$ cat src/rtl/dram_result_reader_pkg.sv
// Shared constants and FSM encoding for the DRAM result readout path.
// Also used by the DRAM controller and the testbench.
package dram_result_reader_pkg;

    localparam int unsigned DEF_ADDR_W   = 16;
    localparam int unsigned DEF_DATA_W   = 8;
    localparam int unsigned DEF_HDR_ADDR = 12;
    localparam int unsigned DEF_END_ADDR = 511;
    localparam int unsigned DEF_N_CORES  = 4;

    // ST_CSUM is only reachable when RESULT_READER_CHECKSUM_EN is defined.
    typedef enum logic [2:0] {
        ST_IDLE   = 3'd0,
        ST_HDR_RD = 3'd1,
        ST_HDR_WT = 3'd2,
        ST_DAT_RD = 3'd3,
        ST_DAT_WT = 3'd4,
        ST_SEND   = 3'd5,
        ST_CSUM   = 3'd6,
        ST_FIN    = 3'd7
    } state_e;

endpackage

$ cat src/rtl/dram_result_reader_if.sv
// DRAM read port plus outgoing byte stream of the result reader.
// master = reader side, slave = DRAM model / stream sink side.
interface dram_result_reader_if #(
    parameter int unsigned ADDR_W = dram_result_reader_pkg::DEF_ADDR_W,
    parameter int unsigned DATA_W = dram_result_reader_pkg::DEF_DATA_W
);
    logic              o_dram_rd;
    logic [ADDR_W-1:0] o_dram_addr;
    logic [DATA_W-1:0] i_dram_data;
    logic [DATA_W-1:0] o_data;
    logic              o_valid;
    logic              i_ready;
    logic              o_last;

    modport master (
        output o_dram_rd, o_dram_addr, o_data, o_valid, o_last,
        input  i_dram_data, i_ready
    );

    modport slave (
        input  o_dram_rd, o_dram_addr, o_data, o_valid, o_last,
        output i_dram_data, i_ready
    );
endinterface

$ cat src/rtl/dram_result_reader.sv
// Reads result matrix C from DRAM (base taken from the header byte) up to
// END_ADDR inclusive and streams it out as bytes over valid/ready.
// Optional macro RESULT_READER_CHECKSUM_EN appends a two's-complement
// checksum byte so that all streamed bytes sum to 0 mod 256.
module dram_result_reader #(
    parameter int unsigned ADDR_W   = dram_result_reader_pkg::DEF_ADDR_W,
    parameter int unsigned DATA_W   = dram_result_reader_pkg::DEF_DATA_W,
    parameter int unsigned HDR_ADDR = dram_result_reader_pkg::DEF_HDR_ADDR,
    parameter int unsigned END_ADDR = dram_result_reader_pkg::DEF_END_ADDR,
    parameter int unsigned N_CORES  = dram_result_reader_pkg::DEF_N_CORES
) (
    input  logic                      i_clk,
    input  logic                      i_rst,
    input  logic                      i_start,
    input  logic [N_CORES-1:0]        i_cores_busy,
    dram_result_reader_if.master      rd_bus,
    output logic                      o_busy,
    output logic                      o_done
);
    import dram_result_reader_pkg::*;

    localparam logic [ADDR_W-1:0] HDR_A = ADDR_W'(HDR_ADDR);
    localparam logic [ADDR_W-1:0] END_A = ADDR_W'(END_ADDR);

    state_e              state_q, state_d;
    logic [ADDR_W-1:0]   ptr_q, ptr_d;
    logic [DATA_W-1:0]   data_q, data_d;
    logic                rd_q, rd_d;
    logic [ADDR_W-1:0]   addr_q, addr_d;
    logic                valid_q, valid_d;
    logic                last_q, last_d;
    logic                busy_q, busy_d;
    logic                done_q, done_d;
    logic                hs_c;
`ifdef RESULT_READER_CHECKSUM_EN
    logic [DATA_W-1:0]   sum_q, sum_d;
`endif

    assign hs_c = valid_q & rd_bus.i_ready;

    // Next state, pointer/data updates, and registered outputs derived from next state.
    always_comb begin
        state_d = state_q;
        ptr_d   = ptr_q;
        data_d  = data_q;
        addr_d  = addr_q;
`ifdef RESULT_READER_CHECKSUM_EN
        sum_d   = sum_q;
`endif
        case (state_q)
            ST_IDLE: begin
                if (i_start && (i_cores_busy == '0)) begin
                    state_d = ST_HDR_RD;
`ifdef RESULT_READER_CHECKSUM_EN
                    sum_d   = '0;
`endif
                end
            end
            ST_HDR_RD: state_d = ST_HDR_WT;
            ST_HDR_WT: begin
                ptr_d = ADDR_W'(rd_bus.i_dram_data);
                if (ptr_d > END_A) begin
`ifdef RESULT_READER_CHECKSUM_EN
                    data_d  = '0;
                    state_d = ST_CSUM;
`else
                    state_d = ST_FIN;
`endif
                end else begin
                    state_d = ST_DAT_RD;
                end
            end
            ST_DAT_RD: state_d = ST_DAT_WT;
            ST_DAT_WT: begin
                data_d  = rd_bus.i_dram_data;
                state_d = ST_SEND;
            end
            ST_SEND: begin
                if (hs_c) begin
`ifdef RESULT_READER_CHECKSUM_EN
                    sum_d = sum_q + data_q;
`endif
                    if (ptr_q == END_A) begin
`ifdef RESULT_READER_CHECKSUM_EN
                        data_d  = ~sum_d + DATA_W'(1);
                        state_d = ST_CSUM;
`else
                        state_d = ST_FIN;
`endif
                    end else begin
                        ptr_d   = ptr_q + ADDR_W'(1);
                        state_d = ST_DAT_RD;
                    end
                end
            end
`ifdef RESULT_READER_CHECKSUM_EN
            ST_CSUM: begin
                if (hs_c) state_d = ST_FIN;
            end
`endif
            ST_FIN:  state_d = ST_IDLE;
            default: state_d = ST_IDLE;
        endcase

        rd_d = (state_d == ST_HDR_RD) || (state_d == ST_DAT_RD);
        if (state_d == ST_HDR_RD) addr_d = HDR_A;
        else if (state_d == ST_DAT_RD) addr_d = ptr_d;
        valid_d = (state_d == ST_SEND) || (state_d == ST_CSUM);
`ifdef RESULT_READER_CHECKSUM_EN
        last_d  = (state_d == ST_CSUM);
`else
        last_d  = (state_d == ST_SEND) && (ptr_d == END_A);
`endif
        busy_d  = (state_d != ST_IDLE) && (state_d != ST_FIN);
        done_d  = (state_d == ST_FIN);
    end

    // State and output registers; reset aborts any stream in flight.
    always_ff @(posedge i_clk) begin
        if (i_rst) begin
            state_q <= ST_IDLE;
            ptr_q   <= '0;
            data_q  <= '0;
            rd_q    <= 1'b0;
            addr_q  <= '0;
            valid_q <= 1'b0;
            last_q  <= 1'b0;
            busy_q  <= 1'b0;
            done_q  <= 1'b0;
`ifdef RESULT_READER_CHECKSUM_EN
            sum_q   <= '0;
`endif
        end else begin
            state_q <= state_d;
            ptr_q   <= ptr_d;
            data_q  <= data_d;
            rd_q    <= rd_d;
            addr_q  <= addr_d;
            valid_q <= valid_d;
            last_q  <= last_d;
            busy_q  <= busy_d;
            done_q  <= done_d;
`ifdef RESULT_READER_CHECKSUM_EN
            sum_q   <= sum_d;
`endif
        end
    end

    assign rd_bus.o_dram_rd   = rd_q;
    assign rd_bus.o_dram_addr = addr_q;
    assign rd_bus.o_data      = data_q;
    assign rd_bus.o_valid     = valid_q;
    assign rd_bus.o_last      = last_q;
    assign o_busy             = busy_q;
    assign o_done             = done_q;

endmodule

$ cat src/flat_wrapper.sv
// flat-port wrapper written by rule: the top's interface ports become plain ports
module dram_result_reader_flat import dram_result_reader_pkg::*;
#(
    parameter int unsigned ADDR_W   = dram_result_reader_pkg::DEF_ADDR_W,
    parameter int unsigned DATA_W   = dram_result_reader_pkg::DEF_DATA_W,
    parameter int unsigned HDR_ADDR = dram_result_reader_pkg::DEF_HDR_ADDR,
    parameter int unsigned END_ADDR = dram_result_reader_pkg::DEF_END_ADDR,
    parameter int unsigned N_CORES  = dram_result_reader_pkg::DEF_N_CORES
)
  (i_clk, i_rst, i_start, i_cores_busy, o_busy, o_done, rd_bus_o_dram_rd, rd_bus_o_dram_addr, rd_bus_o_data, rd_bus_o_valid, rd_bus_o_last, rd_bus_i_dram_data, rd_bus_i_ready);
  dram_result_reader_if #(.ADDR_W(ADDR_W), .DATA_W(DATA_W)) rd_bus_i ();
  input  logic i_clk;
  input  logic i_rst;
  input  logic i_start;
  input  logic [N_CORES-1:0] i_cores_busy;
  output logic o_busy;
  output logic o_done;
  output wire logic [$bits(rd_bus_i.o_dram_rd)-1:0] rd_bus_o_dram_rd;
  output wire logic [$bits(rd_bus_i.o_dram_addr)-1:0] rd_bus_o_dram_addr;
  output wire logic [$bits(rd_bus_i.o_data)-1:0] rd_bus_o_data;
  output wire logic [$bits(rd_bus_i.o_valid)-1:0] rd_bus_o_valid;
  output wire logic [$bits(rd_bus_i.o_last)-1:0] rd_bus_o_last;
  input wire logic [$bits(rd_bus_i.i_dram_data)-1:0] rd_bus_i_dram_data;
  input wire logic [$bits(rd_bus_i.i_ready)-1:0] rd_bus_i_ready;
  assign rd_bus_o_dram_rd = rd_bus_i.o_dram_rd;
  assign rd_bus_o_dram_addr = rd_bus_i.o_dram_addr;
  assign rd_bus_o_data = rd_bus_i.o_data;
  assign rd_bus_o_valid = rd_bus_i.o_valid;
  assign rd_bus_o_last = rd_bus_i.o_last;
  assign rd_bus_i.i_dram_data = rd_bus_i_dram_data;
  assign rd_bus_i.i_ready = rd_bus_i_ready;
  dram_result_reader #(.ADDR_W(ADDR_W), .DATA_W(DATA_W), .HDR_ADDR(HDR_ADDR), .END_ADDR(END_ADDR), .N_CORES(N_CORES)) u_core (.i_clk(i_clk), .i_rst(i_rst), .i_start(i_start), .i_cores_busy(i_cores_busy), .rd_bus(rd_bus_i), .o_busy(o_busy), .o_done(o_done));
endmodule
$ cat config.mk
export PLATFORM = sky130hd
export DESIGN_NAME = dram_result_reader_flat
export DESIGN_NICKNAME = d
export VERILOG_FILES = /design/src/rtl/dram_result_reader_pkg.sv /design/src/rtl/dram_result_reader_if.sv /design/src/rtl/dram_result_reader.sv /design/src/flat_wrapper.sv
export SDC_FILE = /design/constraint.sdc
export NUM_CORES = 1
export LEC_CHECK = 0
export CORE_MARGIN = 2
export CORE_UTILIZATION = 48
export CTS_BUF_LIST = sky130_fd_sc_hd__clkbuf_4
export CTS_CLUSTER_SIZE = 12
export DETAILED_ROUTE_END_ITERATION = 10
export MAX_ROUTING_LAYER = met4
export PLACE_DENSITY_LB_ADDON = 0.25
export SLEW_MARGIN = 20
export SYNTH_ARGS = -nofsm -noshare
export SYNTH_HDL_FRONTEND = slang
export SYNTH_SLANG_ARGS = --single-unit
$ cat constraint.sdc
create_clock -name i_clk -period 2.5 [get_ports i_clk]
set_input_delay 0.75 -clock i_clk [delete_from_list [all_inputs] [get_ports i_clk]]
set_output_delay 0.75 -clock i_clk [all_outputs]
set_load 0.005 [all_outputs]
== After elaboration in Yosys (flattened, before gate mapping) ==
Index checks and enable logic that the tools add are counted.

* Bits of input ports: 16
* Output and inout bits: 29
* Word-level logic and storage cells: 44
* Register bits: 48

* Bitwise gates (word level): 1
* Add/subtract/negate cells: 1
* Mux-type cells: 9
* Reduce and logical (&&, ||, !) cells: 10
* Equality and inequality tests: 13

{| class="wikitable"
|+ Operators with widths
! cell !! count
|-
| 16-bit by 9-bit == test with 1-bit output, second input constant || 2
|-
| 16-bit two-way mux || 2
|-
| 16-bit one-hot mux with 2 select lines || 1
|-
| 3-bit one-hot mux with 6 select lines || 1
|-
| 16-bit by 1-bit adder with 16-bit output, second input constant || 1
|-
| 3-bit == test, second input constant || 5
|-
| 3-bit by 2-bit == test with 1-bit output, second input constant || 3
|-
| 3-bit two-way mux || 3
|-
| 4-bit two-way mux || 2
|-
| 3-bit by 1-bit == test with 1-bit output, second input constant || 2
|-
| 4-bit zero test || 1
|-
| 1-bit logical AND || 3
|-
| 3-bit zero test || 1
|-
| 3-bit inequality test, second input constant || 1
|-
| 3-bit nonzero test || 1
|-
| 1-bit logical OR || 2
|-
| 2-bit nonzero test || 1
|-
| 2-bit OR reduction || 1
|-
| 1-bit AND || 1
|}

== Depth between registers and ports, before layout ==
Gate-level depths: netlist (run 1).

* Depth after elaboration: 7
* Gate-level depth with buffers: 9
* Depth with buffers taken out: 8

== Worst setup path before layout (run 1) ==
No wires, ideal clock.

* Kind: in2reg
* Start: input port rd_bus_i_ready
* End: register u_core.last_q (netlist: u_core.rd_bus.o_last)
* Stages on the path: 8
* Library setup time: 88 ps
* Path buffers: 1
* Data required time: 2412 ps
* Arrival time: 2420 ps
* Setup slack: -8 ps
* Cells stage by stage: and2_1 clkbuf_1 nand2_1 or4b_1 mux2_2 nor2b_1 nand4_1 nor4_2

* Longest elaborated chain between the ends: 5
* Elaborated cells on any way between the ends: 8
* Classes of those cells: eq/ne (2); mux (4); bitwise (1); reduce/logical (1)

{| class="wikitable"
|+ RTL lines
! what !! line !! text
|-
| start, declared || flat_wrapper.sv:24 || <nowiki>input wire logic [$bits(rd_bus_i.i_ready)-1:0] rd_bus_i_ready;</nowiki>
|-
| 1-bit AND * || dram_result_reader.sv:39 || <nowiki>assign hs_c = valid_q & rd_bus.i_ready;</nowiki>
|-
| 16-bit two-way mux or 3-bit two-way mux (tied branches) || dram_result_reader.sv:79 || <nowiki>if (hs_c) begin</nowiki>
|-
| 16-bit one-hot mux with 2 select lines or 3-bit one-hot mux with 6 select lines (tied branches) || dram_result_reader.sv:50 || <nowiki>case (state_q)</nowiki>
|-
| 16-bit by 9-bit == test with 1-bit output or 3-bit == test (tied branches) || dram_result_reader.sv:112 || <nowiki>last_d = (state_d == ST_SEND) && (ptr_d == END_A);</nowiki>
|-
| 1-bit logical AND * || dram_result_reader.sv:112 ||
|-
| end signal, assigned || dram_result_reader.sv:140 || <nowiki>last_q <= last_d;</nowiki>
|-
| end, declared || dram_result_reader.sv:31 || <nowiki>logic last_q, last_d;</nowiki>
|}

Mark *: on every way between the ends. The rest lies on a longest branch, timed or not.
A chain may end at the register's enable or synchronous reset.

== Worst setup path in the final report (run 1) ==
* Start: register u_core.ptr_q[12]
* End: register u_core.last_q (netlist: u_core.rd_bus.o_last)

* Longest elaborated chain between the ends: 6
* Elaborated cells on any way between the ends: 11
* Classes of those cells: add/sub (1); eq/ne (3); mux (6); reduce/logical (1)

{| class="wikitable"
|+ RTL lines
! what !! line !! text
|-
| start, declared || dram_result_reader.sv:26 || <nowiki>logic [ADDR_W-1:0] ptr_q, ptr_d;</nowiki>
|-
| start signal, assigned || dram_result_reader.sv:135 || <nowiki>ptr_q <= ptr_d;</nowiki>
|-
| 16-bit by 1-bit adder with 16-bit output or 16-bit by 9-bit == test with 1-bit output (tied branches) || dram_result_reader.sv:91, dram_result_reader.sv:83 ||
|-
| 16-bit two-way mux or 3-bit two-way mux (tied branches) || dram_result_reader.sv:83 || <nowiki>if (ptr_q == END_A) begin</nowiki>
|-
| 16-bit two-way mux or 3-bit two-way mux (tied branches) || dram_result_reader.sv:79 ||
|-
| 16-bit one-hot mux with 2 select lines or 3-bit one-hot mux with 6 select lines (tied branches) || dram_result_reader.sv:50 ||
|-
| 16-bit by 9-bit == test with 1-bit output or 3-bit == test (tied branches) || dram_result_reader.sv:112 ||
|-
| 1-bit logical AND * || dram_result_reader.sv:112 ||
|}

Marked as above.

==> impl_results.md, run 1 <==
- Mapped Cells: between 200 and 300
- Slew headroom: 0.7193
- WL final: 6195 um
- Antenna violations before repair: 0
- Buffers on Ports: 44
- Avg Synthesized Cell Area: 8.246 um^2
- Post-synthesis sequential area ratio: 0.4222
- Required @ worst endpoint: 2.79 ns
- CP Max Fanout: 14
- Top cells by area, synth: dfxtp_1 (42%), nand2_1 (7.3%), nor2_1 (6.9%)
- First-pass GRT wire length: 10160 um
- RSZ-0062 raised after global routing: false
- Hold depth: 2
- WL met3: about 230 um
- Finished Cell Area: 3141 um^2
- Die width: between 70 and 80 um
- Crit end category: flop
- Hold crit path type: reg -> reg
- Pre-antenna DRT Iters: 4
- Post-route ant nets: 0
- Setup bufs post-CTS: 0
- Hold Path Sink: u_core.rd_bus.o_data[6]
- H-tree Lvls: 2
- Via/cell ratio: 5.528
- Worst-Margin Slew: 0.4167 ns
- Fillcell total: 422
- Final non-filler cell total: 411
- Yosys reg bits: 48
- Share of cells above drive strength 1: 0.2129
- Tmin final: 2.330 ns
- Pwr/cell area: 413.1 nW/um^2
- Area share of the largest cell type after synthesis: 0.4222
- Starting density of the core: 0.4883
- Layout net count: 373
- Cts bufs inserted: 5
- Drt wl/cell: between 15 and 20 um
- CTS Sinks: 48
- RePlAce Congestion: 0.9403
- CTS Root Cell: clkbuf_4
- Dpl cell area: 3067 um^2
- Status: finished clean
- Kind of critical path: reg -> reg
- Setup Skew: ~0.0094 ns
- Fin. Hold Viols: 0
- Post_cts resized: 2
- Mux contribution to synthesized area: 0.02969
- CTS tree: done
- Period Utilization, post-route: 0.9322
- Leak Pwr: around 1.1 nW
- DRT met1 WL: 2840 um
- Max Cap Viol: 0
- Via count: between 2k and 2.5k
- Worst Setup Start Kind: flop
- Largest area contributor in the netlist: dfxtp_1
- R2R Path End: u_core.rd_bus.o_last
- Top routing layer in use: met4
- # DRC: 0
- DR iter-0 viols: 120
- Largest family of logic cells by synthesized area: simple AND/OR/NAND/NOR gates
- Worst-path clk slew: 0.14 ns
- GRT Total Usage: 0.2547
- Worst R2R Start: u_core.ptr_q[12]
- R2R Setup Slk: 0.17 ns
- Clock Tree Buf Depth: 2
- Hold wc startpoint: u_core.rd_bus.o_data[6]
- Max Fclk: 429.1 MHz
- Largest net degree at the start of global routing: 25
- # rows: 25
- CTS Hold Bufs: 0
- Antenna diode count: 0
- Post-synthesis simple-gate area fraction: 0.3326
- Compound-Gate Fraction of Synth Area: 0.1688
- Met2 WL: 3044 um
- R2r worst-path depth: 7
- Placed wire-length estimate: roughly 4700 um
- Die span in y: 72.86 um
- Post-synthesis cell type count: 49
- Core area: 4661 um^2
- Syn nets: about 300
- Layout Utilization: 0.6738
- Worst-Skew Late Latency: 0.37 ns
- Mapped Area: 2276 um^2
- Number of synthesis warnings: 0
- Final count of negative-setup-slack endpoints: 0
- GRT overflow: 0
- Layout area overhead: 37.99%
- Ports: 45
- Vias in the first global route: between 2k and 2.5k
- Adder-cell area share of the yosys netlist: 0.005498
- DIE AREA: 5309 um^2
- Peak VDD IR: 0.2899 mV
- CP arrival: 2.62 ns
- Synth Area in XOR/XNOR: 0.01154
- Pins Over Slew Limit: 0
- Placed Cells incl. Taps: 403
[state kept, by name (all words and copies together), names as in the netlist, 3 cells and up]
register                   count
u_core.rd_bus.o_dram_addr     16
u_core.rd_bus.o_data           8
u_core.state_q                 3
u_core.ptr_q                  16
[where the power goes]
| part | total (mW) | switching [mW] | internal [mW] |
|---|---|---|---|
| combinational | 0.145 | 0.0640 | 0.0806 |
| sequential | 0.791 | 0.0106 | 0.781 |
| clock | 0.361 | 0.252 | 0.109 |
[routing by layer]
metal	up-vias	global-route usage
li1	1142	-
met1	1062	0.3213
met2	61	0.4222
met3	7	0.04420
met4	0	0.06790
met5	-	-
[placed cells by master, fill, tap and decap left out, types with 6 or more instances in the layout]
master and n:
dfxtp_1 45, nand2_1 44, clkdlybuf4s50_1 43, buf_4 43, nor2_1 42, a211oi_1 16
a21oi_1 15, and3_1 11, nand3_1 7, nor3_1 7, o21ai_0 6, mux2_2 6
[worst max path at each step]
stage                     start                    to  slack (ns)  depth (start not counted)
6_report       u_core.ptr_q[12]  u_core.rd_bus.o_last        0.17                          7
3_3_place_gp     rd_bus_i_ready  u_core.rd_bus.o_last       -0.41                          8
4_1_cts         u_core.ptr_q[8]  u_core.rd_bus.o_last        0.13                          7
3_5_place_dp     rd_bus_i_ready  u_core.rd_bus.o_last       -0.42                          8
5_1_grt         u_core.ptr_q[0]  u_core.rd_bus.o_last        0.02                          8
2_1_floorplan    rd_bus_i_ready  u_core.rd_bus.o_last        0.08                          8
[stage by stage]
| stage | hold slack (ns) | total power, mW | TNS [ns] | setup WS, ns |
|---|---|---|---|---|
| after floorplan | 0.4527 | 0.8623 | 0 | 0.08293 |
| after global placement | 0.4410 | 0.9485 | -1.779 | -0.4144 |
| after global routing | 0.4848 | 1.358 | 0 | 0.02465 |
| final | 0.4628 | 1.297 | 0 | 0.1695 |
| after CTS | 0.4654 | 1.311 | 0 | 0.1250 |
| after detailed placement | 0.4464 | 0.9521 | -2.239 | -0.4220 |
[layout make-up]
cell class	instances	area, um^2	area share
sequential	48	964.7	0.3072
clock buffer	5	37.54	0.01195
tap	54	67.56	0.02151
clock inverter	3	17.52	0.005578
multi-input combinational	211	1264	0.4024
timing repair buffer	88	782.0	0.2490
inverter	2	7.507	0.002390
[synth_stat cells (all sizes together)]
| master | n |
|---|---|
| a2111oi | 1 |
| a211oi | 16 |
| a21boi | 1 |
| a21o | 1 |
| a21oi | 17 |
| a221oi | 3 |
| a22o | 1 |
| a22oi | 2 |
| a31oi | 5 |
| and2 | 4 |
| and3 | 12 |
| and3b | 1 |
| and4 | 2 |
| buf | 6 |
| clkbuf | 9 |
| dfxtp | 48 |
| ha | 1 |
| inv | 2 |
| mux2 | 6 |
| nand2 | 44 |
| nand2b | 2 |
| nand3 | 7 |
| nand3b | 2 |
| nand4 | 6 |
| nor2 | 43 |
| nor2b | 2 |
| nor3 | 7 |
| nor3b | 3 |
| nor4 | 4 |
| nor4b | 1 |
| o21ai | 7 |
| o21bai | 1 |
| o22a | 1 |
| o41ai | 1 |
| or2 | 1 |
| or3b | 1 |
| or4 | 1 |
| or4b | 1 |
| xnor2 | 2 |
| xor2 | 1 |
[worst max-delay path, stage by stage (launching register included)]
cell and delay [ns]:
dfxtp_1 0.42, nor4_4 0.36, nand4_4 0.28, a21oi_2 0.19, o21ai_1 0.06, and3_4 0.19
or4_4 0.51, nor4_2 0.23
[logic make-up after synthesis]
family,Yosys count
compound gates,57
xor+xnor,3
fa+ha+maj,1
buf+inv,17
flops,48
mux,6
simple gates,144
No activity file was read; power rests on OpenSTA's default activity.
==> run 2: changes to the inputs <==
Settings changed: PLACE_DENSITY set to 0.78, PLACE_DENSITY_LB_ADDON 0.25 to unset.
==> impl_results.md, run 2 (synthesis gave the netlist of run 1 again) <==
- Pre-antenna DRT Iters: 4
- Crit-path cells: and4_1 -> nand4_4 -> a21oi_2 -> o21ai_1 -> and3_4 -> or4_4 -> nor4_2
- Most frequent cells in the layout: buf_4 (50), dfxtp_1 (47), nand2_1 (44)
- CTS Root Cell: clkbuf_4
- Drt wl/cell: 14.81 um
- Ports: 45
- Setup Skew: 0.01344 ns
- Worst-Skew Late Latency: between 0.3 and 0.4 ns
- Die width: about 73 um
- Hold wc startpoint: u_core.rd_bus.o_data[5]
- Pwr/cell area: just over 400 nW/um^2
- CP arrival: 2.65 ns
- Via count: approximately 2.3k
- Layout area overhead: 39.91%
- Leak Pwr: 1.167 nW
- Tmin final: 2.349 ns
- Clock Tree Buf Depth: 2
- CTS Hold Bufs: 0
- Status: finished clean
- CP max stage delay: 0.51 ns
- Peak VDD IR: 0.2870 mV
- Slew headroom: 0.7126
- Final count of negative-setup-slack endpoints: 0
- Worst Setup Start Kind: flop
- RePlAce Congestion: ~0.91
- Power, Total: 1.298 mW
- Die span in y: about 73 um
- Period Utilization, post-route: 0.9395
- Hold crit path type: reg -> reg
- Share of cells above drive strength 1: 0.2170
- Final WS setup: roughly 0.15 ns
- Layout Utilization: 0.6832
- Placed wire-length estimate: 4770 um
- Antenna diode count: 0
- Layout net count: 380
- First-pass GRT wire length: 10200 um
- Worst R2R Start: u_core.ptr_q[4]
- Vias in the first global route: 2136
- Worst-path clk slew: 0.14 ns
- DR iter-0 viols: 110
- Cell family with most CP delay: simple AND/OR/NAND/NOR gates
- Buffers on Ports: 44
- WL final: between 6000 and 7000 um
- Fin. Hold Viols: 0
- Max Cap Viol: 0
- H-tree Lvls: 2
- RSZ-0062 raised after global routing: false
- Required @ worst endpoint: between 2 and 3 ns
- R2R Setup Slk: 0.15 ns
- Crit end category: flop
- Final non-filler cell total: 418
- Most common cell after layout, fill and taps aside: buf_4
- CP Max Fanout: 14
- Hold depth: 2
- CP bufs+invs: 0
- Critical Path Slowest Stage Cell: or4_4
- # DRC: 0
- Placed Cells incl. Taps: 407
- # rows: 25
- Via/cell ratio: 5.495
- Worst-Margin Slew: roughly 0.43 ns
- Antenna violations before repair: 0
- Core area: about 4700 um^2
- Post-route ant nets: 0
- Kind of critical path: reg -> reg
- R2R Path End: u_core.rd_bus.o_last
- Max Fclk: around 430 MHz
- GRT overflow: 0
- GRT Total Usage: 0.2531
- CTS tree: done
- Cts bufs inserted: 5
- Place WS: -0.4822 ns
- CTS Sinks: 48
- Starting density of the core: 0.4883
- DIE AREA: 5309 um^2
- Pins Over Slew Limit: 0
- Largest net degree at the start of global routing: 26
- R2r worst-path depth: 7
- Hold Path Sink: u_core.rd_bus.o_data[5]
[run 2: cell count changes in the layout (fill, tap and decap cells not counted), sizes merged]
cell      previous run  this run
clkinv               2         1
buf                 44        51
inv                  3         2
clkinvlp             0         2
[run 2: where the power goes]
group          leakage [nW]  internal [mW]  switching [mW]  total, mW
registers             0.388          0.781          0.0101      0.791
logic                 0.755         0.0805          0.0644      0.145
clock network        0.0249          0.106           0.256      0.362
[run 2: routing by layer]
metal | share of wire | vias up | global-route usage
met5 | 0 | - | -
met4 | 0.011 | 0 | 0.08436
met1 | 0.46 | 1081 | 0.3184
met3 | 0.037 | 6 | 0.04420
met2 | 0.49 | 51 | 0.4121
li1 | - | 1159 | -
[run 2: worst min-delay path, delay by kind of cell (launching register included)]
| kind | cells | cell delay [ns] |
|---|---|---|
| flip-flops | 1 | 0.33 |
| AND/OR/NAND/NOR | 1 | 0.05 |
| AO/OA/AOI/OAI | 1 | 0.05 |
[run 2: layout make-up]
type / count / area (um^2)
timing repair buffer: 95 / 834.6
inverter: 2 / 7.507
clock inverter: 3 / 18.77
multi-input combinational: 211 / 1256
fill: 428 / 1476
tap: 54 / 67.56
sequential: 48 / 962.2
clock buffer: 5 / 37.54
[run 2: stage by stage]
step / TNS (ns) / hold WS [ns] / area (um^2)
after global routing: 0 / 0.4909 / 3184
after global placement: -2.430 / 0.4408 / 3097
final: 0 / 0.4597 / 3184
after floorplan: 0 / 0.4527 / 2277
after detailed placement: -2.591 / 0.4459 / 3097
after CTS: 0 / 0.4646 / 3154
[run 2: worst max path at each step]
| stage | from | endpoint | slack (ns) | depth (start not counted) |
|---|---|---|---|---|
| 6_report | u_core.ptr_q[4] | u_core.rd_bus.o_last | 0.15 | 7 |
| 3_3_place_gp | rd_bus_i_ready | u_core.rd_bus.o_last | -0.44 | 8 |
| 2_1_floorplan | rd_bus_i_ready | u_core.rd_bus.o_last | 0.08 | 8 |
| 5_1_grt | u_core.ptr_q[1] | u_core.rd_bus.o_last | 0.02 | 8 |
| 3_5_place_dp | rd_bus_i_ready | u_core.rd_bus.o_last | -0.48 | 8 |
| 4_1_cts | u_core.ptr_q[8] | u_core.rd_bus.o_last | 0.07 | 7 |
[run 2: timing repair]
action	CTS	global route
endpoints found under the setup margin	1	1
gates resized for setup	2	2
buffers inserted	0	3
pin swaps	1	1
gates cloned	0	0
==> run 3: changes to the inputs <==
Settings changed: PLACE_DENSITY 0.78 to 0.88.
==> impl_results.md, run 3 (synthesis gave the netlist of run 1 again) <==
- Status: finished clean
- Most frequent cells in the layout: buf_4 (50), dfxtp_1 (46), nand2_1 (43), clkdlybuf4s50_1 (43), nor2_1 (42)
- Final count of negative-setup-slack endpoints: 0
- CTS Sinks: between 40 and 50
- CTS tree: done
- CP max stage delay: 0.53 ns
- Via count: 2375
- Share of cells above drive strength 1: 0.2356
- Layout Utilization: 0.6977
- First-pass GRT wire length: 10340 um
- Layout net count: around 380
- WL final: approximately 6500 um
- Setup Skew: 0.01120 ns
- Power, Total: 1.398 mW
- CTS Hold Bufs: 0
- Antenna diode count: 0
- Starting density of the core: 0.4883
- Pwr/cell area: 429.8 nW/um^2
- Worst-Margin Slew: about 0.48 ns
- Largest net degree at the start of global routing: 26
- Dpl cell area: 3074 um^2
- Drt wl/cell: between 15 and 20 um
- CP Max Fanout: 6
- Fin Hold WS: 0.4617 ns
- DR iter-0 viols: 180
- Layout area overhead: 42.88%
- Via/cell ratio: 5.668
- Crit end category: flop
- Worst-Skew Late Latency: 0.37 ns
- Max Cap Viol: 0
- Crit-path cells: ha_1 -> and3_1 -> nand4_4 -> a21oi_2 -> o21ai_1 -> and3_4 -> or4_4 -> nor4_4
- GRT overflow: 0
- Die width: 72.86 um
- Max Fclk: 417.4 MHz
- Ports: 45
- Placed wire-length estimate: 4665 um
- Peak VDD IR: 0.3290 mV
- H-tree Lvls: 2
- Fin. Hold Viols: 0
- Post-route ant nets: 0
- # DRC: 0
- Most common cell after layout, fill and taps aside: buf_4
- Die span in y: 72.86 um
- Period Utilization, post-route: 0.9582
- Required @ worst endpoint: 2.80 ns
- Worst Setup Start Kind: flop
- DIE AREA: 5309 um^2
- Core area: 4661 um^2
- Kind of critical path: reg -> reg
- Worst-path clk slew: 0.14 ns
- Cts bufs inserted: 5
- Leak Pwr: approximately 1.2 nW
- Pre-antenna DRT Iters: 4
- Clock Tree Buf Depth: 2
- Critical Path Slowest Stage Cell: or4_4
- CP arrival: between 2 and 3 ns
- RePlAce Congestion: ~0.95
- CTS Root Cell: clkbuf_4
- Hold crit path type: reg -> reg
- GRT Total Usage: 0.2581
- Tmin final: 2.396 ns
- Slew headroom: 0.6757
- Pins Over Slew Limit: 0
- Vias in the first global route: 2198
- Finished Cell Area: 3252 um^2
- Antenna violations before repair: 0
- Buffers on Ports: between 40 and 50
- # rows: 25
run 3: path summary, 6_finish.rpt:
kind	start	endpoint	slack [ns]	cells past startpoint
worst max register to register	u_core.ptr_q[1]	u_core.rd_bus.o_last	0.10	8
worst min-delay path	u_core.rd_bus.o_data[1]	u_core.rd_bus.o_data[1]	0.46	2
worst min register to register	u_core.rd_bus.o_data[1]	u_core.rd_bus.o_data[1]	0.46	2
worst max-delay path	u_core.ptr_q[1]	u_core.rd_bus.o_last	0.10	8
run 3: worst max-delay path: cells and delay by family (launching register included):
family | cells | cell delay [ns]
adders and majority gates | 1 | 0.19
DFF | 1 | 0.42
AOI/OAI and AO/OA | 2 | 0.26
and+or+nand+nor | 5 | 1.45
run 3: final cells by class:
type | instances | area, um^2
Clock buffer | 5 | 37.54
Clock inverter | 3 | 42.54
Fill cell | 381 | 1409
Inverter | 2 | 7.507
Multi-Input combinational cell | 212 | 1295
Sequential cell | 48 | 963.4
Tap cell | 54 | 67.56
Timing Repair Buffer | 95 | 838.3
run 3: timing repair:
item / in CTS / in global routing
resized for setup: 2 / 10
buffers inserted: 0 / 6
gates cloned: 0 / 1
pin swaps: 0 / 6
endpoints found under the setup margin: 1 / 2
run 3: per-stage QoR:
step | instances | setup slack, ns | setup TNS (ns)
CTS | 412 | 0.003746 | 0
detailed placement | 404 | -0.3842 | -2.282
global placement | 404 | -0.3916 | -2.258
floorplan | 276 | 0.08293 | 0
global route | 419 | -0.01014 | -0.01014
finish | 419 | 0.1045 | 0
run 3: per-layer routing:
layer | GRT usage | share of wire | up-vias | routed length, um
met3 | 0.05110 | 0.061 | 10 | 396
met2 | 0.4394 | 0.51 | 86 | 3318
li1 | - | - | 1160 | -
met4 | 0.1070 | 0.016 | 0 | 102
met1 | 0.2958 | 0.41 | 1119 | 2704
met5 | - | 0 | - | 0
run 3: power breakdown:
group | switching (mW) | internal [mW] | total, mW
Clock | 0.252 | 0.209 | 0.462
Combinational | 0.0650 | 0.0793 | 0.144
Sequential | 0.0108 | 0.781 | 0.792
Total | 0.328 | 1.07 | 1.40
